## config.mk

```make
export PLATFORM = sky130hd
export DESIGN_NAME = stepper_move_ctrl
export DESIGN_NICKNAME = d
export VERILOG_FILES = /design/src/rtl/stepper_pkg.sv /design/src/rtl/step_rate_div.sv /design/src/rtl/stepper_move_ctrl.sv
export SDC_FILE = /design/constraint.sdc
export NUM_CORES = 1
export LEC_CHECK = 0
export CORE_ASPECT_RATIO = 0.75
export CORE_UTILIZATION = 50
export DETAILED_ROUTE_END_ITERATION = 8
export PLACE_DENSITY = 0.84
export SLEW_MARGIN = 15
export SYNTH_ARGS = -nofsm -noshare
export SYNTH_HDL_FRONTEND = slang
export SYNTH_SLANG_ARGS = --single-unit
```

## constraint.sdc

```tcl
create_clock -name clk_16 -period 5.7 [get_ports clk_16]
set_clock_uncertainty 0.05 [all_clocks]
set_input_delay 1.14 -clock clk_16 [delete_from_list [all_inputs] [get_ports clk_16]]
set_output_delay 1.14 -clock clk_16 [all_outputs]
set_load 0.05 [all_outputs]
```

## src/rtl/stepper_pkg.sv

```systemverilog
// Shared definitions for the stepper move controller: FSM states, direction
// encoding and the 8-phase coil table.
package stepper_pkg;

  typedef enum logic [1:0] {
    ST_IDLE = 2'd0,
    ST_MOVE = 2'd1,
    ST_DONE = 2'd2
  } state_t;

  localparam logic DIR_FWD = 1'b1;
  localparam logic DIR_REV = 1'b0;

  // Entry [i] is the coil pattern for phase i; odd phases energise two coils.
  localparam logic [7:0][3:0] PHASE_TABLE = {
    4'b1001, 4'b0001, 4'b0011, 4'b0010,
    4'b0110, 4'b0100, 4'b1100, 4'b1000
  };

  function automatic logic [2:0] phase_advance(input logic [2:0] phase,
                                               input logic       dir,
                                               input logic [1:0] amt);
    return (dir == DIR_FWD) ? phase + 3'(amt) : phase - 3'(amt);
  endfunction

endpackage

```

## src/rtl/step_rate_div.sv

```systemverilog
// Step-period divider: counts 0..rate while enabled and emits a one-cycle
// tick on the terminal count, restarting from zero.
module step_rate_div
  import stepper_pkg::*;
#(
  parameter int DIV_W = 8
) (
  input  logic             clk_16,
  input  logic             rst,
  input  logic             clear,
  input  logic [DIV_W-1:0] rate,
  output logic             tick
);

  logic [DIV_W-1:0] cnt;

  assign tick = !clear && (cnt == rate);

  always_ff @(posedge clk_16 or posedge rst) begin
    if (rst) begin
      cnt <= '0;
    end else if (clear || tick) begin
      cnt <= '0;
    end else begin
      cnt <= cnt + DIV_W'(1);
    end
  end

endmodule

```

## src/rtl/stepper_move_ctrl.sv

```systemverilog
// Absolute-position move controller for one 4-wire unipolar stepper:
// steps toward a latched signed target in half- or full-step mode.
//
//  state   | meaning
//  IDLE    | waiting for start; coils held or released per hold_en; zero allowed
//  MOVE    | stepping toward latched target, one step per divider tick
//  DONE    | arrived; done pulses for this single cycle
module stepper_move_ctrl
  import stepper_pkg::*;
#(
  parameter int POS_W = 12,
  parameter int DIV_W = 8
) (
  input  logic             clk_16,
  input  logic             rst,
  input  logic             start,
  input  logic [POS_W-1:0] target,
  input  logic             half_step,
  input  logic [DIV_W-1:0] rate_div,
  input  logic             abort,
  input  logic             hold_en,
  input  logic             zero,
  output logic             busy,
  output logic             done,
  output logic [POS_W-1:0] pos,
  output logic [3:0]       stepper_pins
);

  state_t           state;
  logic [2:0]       phase;
  logic [POS_W-1:0] target_l;
  logic             half_l;
  logic [DIV_W-1:0] rate_l;

  logic             div_clear;
  logic             tick;
  logic [POS_W:0]   diff;
  logic             dir;
  logic [1:0]       step_amt;
  logic [2:0]       phase_next;
  logic [POS_W-1:0] pos_next;

  assign div_clear = (state != ST_MOVE);

  step_rate_div #(.DIV_W(DIV_W)) u_rate_div (
    .clk_16 (clk_16),
    .rst    (rst),
    .clear  (div_clear),
    .rate   (rate_l),
    .tick   (tick)
  );

  // Distance is taken one bit wider so the sign is never lost to wrap.
  always_comb begin
    diff     = {target_l[POS_W-1], target_l} - {pos[POS_W-1], pos};
    dir      = diff[POS_W] ? DIR_REV : DIR_FWD;
    step_amt = 2'd2;
    if (half_l || !phase[0] ||
        diff == {{POS_W{1'b0}}, 1'b1} || diff == {(POS_W+1){1'b1}}) begin
      step_amt = 2'd1;
    end
    phase_next = phase_advance(phase, dir, step_amt);
    pos_next   = (dir == DIR_FWD) ? pos + POS_W'(step_amt)
                                  : pos - POS_W'(step_amt);
  end

  always_ff @(posedge clk_16 or posedge rst) begin
    if (rst) begin
      state        <= ST_IDLE;
      phase        <= 3'd0;
      pos          <= '0;
      target_l     <= '0;
      half_l       <= 1'b0;
      rate_l       <= '0;
      busy         <= 1'b0;
      done         <= 1'b0;
      stepper_pins <= 4'b0000;
    end else begin
      // Pins follow the phase register, so they trail each step by one cycle.
      stepper_pins <= (state != ST_IDLE || hold_en) ? PHASE_TABLE[phase] : 4'b0000;
      done         <= 1'b0;
      case (state)
        ST_IDLE: begin
          if (start) begin
            target_l <= target;
            half_l   <= half_step;
            rate_l   <= rate_div;
            if (target == pos) begin
              state <= ST_DONE;
              done  <= 1'b1;
            end else begin
              state <= ST_MOVE;
              busy  <= 1'b1;
            end
          end else if (zero) begin
            pos <= '0;
          end
        end
        ST_MOVE: begin
          if (abort) begin
            state <= ST_IDLE;
            busy  <= 1'b0;
          end else if (tick) begin
            pos   <= pos_next;
            phase <= phase_next;
            if (pos_next == target_l) begin
              state <= ST_DONE;
              busy  <= 1'b0;
              done  <= 1'b1;
            end
          end
        end
        ST_DONE: begin
          state <= ST_IDLE;
        end
        default: begin
          state <= ST_IDLE;
          busy  <= 1'b0;
        end
      endcase
    end
  end

endmodule

```

==> impl_metrics.json, run 1 <==
{
  "routed_via_density": 6.000,
  "ys_ff_latch": 52,
  "cp_max_fo": 5,
  "crit_path_end_kind": "flip-flop",
  "dr.pass1.iters": 5,
  "hpwl_um": 7364,
  "powerDensity_nw_per_um2": 434.4,
  "insertion_delay_ns": 0.31,
  "grt_max_degree": 53,
  "synth_warnings": 0,
  "synthToLayoutAreaGrowth_pct": 21.08,
  "numClockSinks": 52,
  "crit_start": "target_l[2]",
  "finalCriticalPeriod_ns": 5.442,
  "root_buffer": "clkbuf_8",
  "track_usage_pct": 25.56,
  "nets": 497,
  "slew_violations": 0,
  "worst-r2r-setup-slack_ns": 0.26,
  "vias": 3246,
  "grt_pass1_wl_um": 15310,
  "finalSetupTns_ns": 0,
  "syn_inst": 388,
  "synth_seq_area_share_pct": 35.19,
  "io_pins": 45,
  "ant_nets": 0,
  "floorplan.initialDensity_pct": 52.86,
  "start_kind": "flip-flop",
  "slowest_delay_ns": 0.57,
  "status": "completed",
  "cts_buffer_depth": 2,
  "grt_overflow_total": 0,
  "yosysTopAreaCell": "dfrtp_1",
  "coreArea_um2": 6994,
  "dieArea_um2": 7746,
  "num_antenna_cells": 0,
  "maxCapViolCount": 0,
  "hp-start": "rate_l[4]",
  "min_period_over_period_pct": 95.47,
  "layout_commonest_cell": "dfrtp_1",
  "hold_violations": 0,
  "path_clk_slew_ns": 0.10,
  "crit_chain": "ha_1, nor2b_2, o31ai_4, a21oi_1, o41ai_2, xor2_1, nand2_1, nor4b_1, nand2_1, a21oi_2, ha_1, inv_1, fa_2, xnor2_2, xnor2_1, or4_1, nor3_2, o2111ai_1, nor3_2, nand4b_1, or3_4, a22o_1",
  "wirelength_um": 9767,
  "power_leakage_nw": 1.915,
  "grt_pass1_vias": 3040,
  "synth_ff_type": "dfrtp_1",
  "synth_edf_count": 0,
  "initialDrtViolationCount": 246,
  "max_freq_mhz": 183.8,
  "drt-wirelength-per-cell_um": 18.05,
  "fp.dieH_um": 76.47,
  "cp_top_family": "simple AND/OR/NAND/NOR gates",
  "synth_area_um2": 3697,
  "syn_area_per_cell_um2": 9.529,
  "cts_buffers": 5,
  "r2r-start": "target_l[2]",
  "critPathKind": "reg2reg",
  "final_core_util_pct": 64.01,
  "netlist_top_cells_area": "dfrtp_1, xor2_1, ha_1, mux2_2, xnor2_1",
  "cts_tree": "built",
  "max_slew_margin_pct": 48.86,
  "drive_gt1_share_pct": 14.22,
  "irDropWorstVdd_v": 0.0001764,
  "rows": 26,
  "timing.critical_path.slowest_stage_cell": "or4_1",
  "hold_ws_ns": 0.4892,
  "cp.required_ns": 5.86,
  "critPathArrivalTime_ns": 5.60,
  "power_mw": 1.945,
  "hp-class": "reg2reg",
  "grt_setup_unrepaired": "no",
  "cts-htree-levels": 2,
  "die-width_um": 101.3,
  "route.detailed.drc": 0,
  "io_buffers": 44,
  "ys_types": 56,
  "syn_nets": 443,
  "final_cell_mix": "dfrtp_1, clkdlybuf4s50_1, xor2_1",
  "crit_buf_inv": 1,
  "ys_async_sr_fraction_pct": 100.0,
  "gp_congestion": 0.9821,
  "tightestPinTransition_ns": 0.7637,
  "yosysTopAreaCellShare_pct": 35.19,
  "finalSetupViolCount": 0,
  "antenna_found_initial": 0
}
==> worst paths after layout <==
check | cells past startpoint | endpoint
max | 22 | state[0]
min | 1 | rate_l[4]
max reg2reg | 22 | state[0]
min reg2reg | 1 | rate_l[4]
max in group asynchronous | 3 | pos[0]
min in group asynchronous | 3 | rate_l[7]
==> stage by stage <==
step | worst slack (ns) | area (um^2) | instances
after floorplan | 0.2799 | 3697 | 388
after global placement | 0.3693 | 4279 | 530
after detailed placement | 0.1198 | 4279 | 530
after CTS | 0.07619 | 4400 | 538
after global routing | 0.03207 | 4477 | 541
final | 0.2582 | 4477 | 541
==> cell families (layout without fill, tap and decap cells) <==
family | after synthesis | count (layout) | synth area share [%]
buf+inv | 33 | 88 | 3.587
xor+xnor | 52 | 52 | 12.32
fa+ha+maj | 28 | 28 | 9.882
flops | 52 | 52 | 35.19
compound gates | 85 | 85 | 15.97
mux | 23 | 23 | 6.971
simple gates | 115 | 115 | 16.07
==> cells in the mapped netlist, types with 3 or more instances <==
cell and instances:
and3_1 3, nor2_1 26, o31ai_1 5, nand2_1 27
inv_1 27, a21oi_1 16, xnor2_1 14, dfrtp_1 52
mux2_2 21, xor2_1 38, clkbuf_1 4, nand2b_1 5
a22o_1 3, o21ai_0 20, nand3b_1 3, nand3_1 8
o21a_1 7, nand4_1 3, nor2b_1 6, ha_1 26
a211oi_1 6, nor3_1 12, nor4_1 7, a41oi_1 3
==> where the power goes <==
group / internal, mW / switching, mW / total [mW]
logic: 0.499 / 0.673 / 1.17
clock network: 0.144 / 0.123 / 0.267
registers: 0.434 / 0.0719 / 0.506
==> registers in the layout (all words and copies together), names as in the netlist <==
signal / flops
busy: 1
phase: 3
stepper_pins: 4
pos: 12
state: 2
half_l: 1
done: 1
u_rate_div.cnt: 8
target_l: 12
rate_l: 8
==> routing by layer <==
layer  GRT usage, %  up-vias  share of wire [%]
met5              0        -                  0
met4          7.101        0                1.5
met3          4.404       17                6.4
met2          38.84      151                 45
met1          37.21     1581                 47
li1               -     1497                  -
==> final cells by class <==
type	count	area [um^2]
Sequential cell	52	1303
Clock inverter	2	38.79
Fill cell	564	2517
Timing Repair Buffer	53	508.0
Inverter	27	101.3
Tap cell	98	122.6
Multi-Input combinational cell	303	2321
Clock buffer	6	82.58
==> repair_timing <==
item,in CTS,in global routing
setup buffers,0,3
hold buffers,0,0
endpoints found under the setup margin,0,4
gates resized for setup,0,13
Power figures use the tool's default switching activity.
==> run 2: changes to the inputs <==
--- a/config.mk
+++ b/config.mk
@@ -7,6 +7,7 @@
 export LEC_CHECK = 0
 export CORE_ASPECT_RATIO = 0.75
 export CORE_UTILIZATION = 50
+export CTS_CLUSTER_SIZE = 10
 export DETAILED_ROUTE_END_ITERATION = 8
 export PLACE_DENSITY = 0.84
 export SLEW_MARGIN = 15
==> results of run 2 <==
Same layout as run 1: the final DEF is identical, and so are final timing and power.
==> run 3: changes to the inputs <==
--- a/config.mk
+++ b/config.mk
@@ -5,6 +5,7 @@
 export SDC_FILE = /design/constraint.sdc
 export NUM_CORES = 1
 export LEC_CHECK = 0
+export CAP_MARGIN = 20
 export CORE_ASPECT_RATIO = 0.75
 export CORE_UTILIZATION = 50
 export CTS_CLUSTER_SIZE = 10
==> results of run 3 <==
Same layout as run 1: the final DEF is identical, and so are final timing and power.
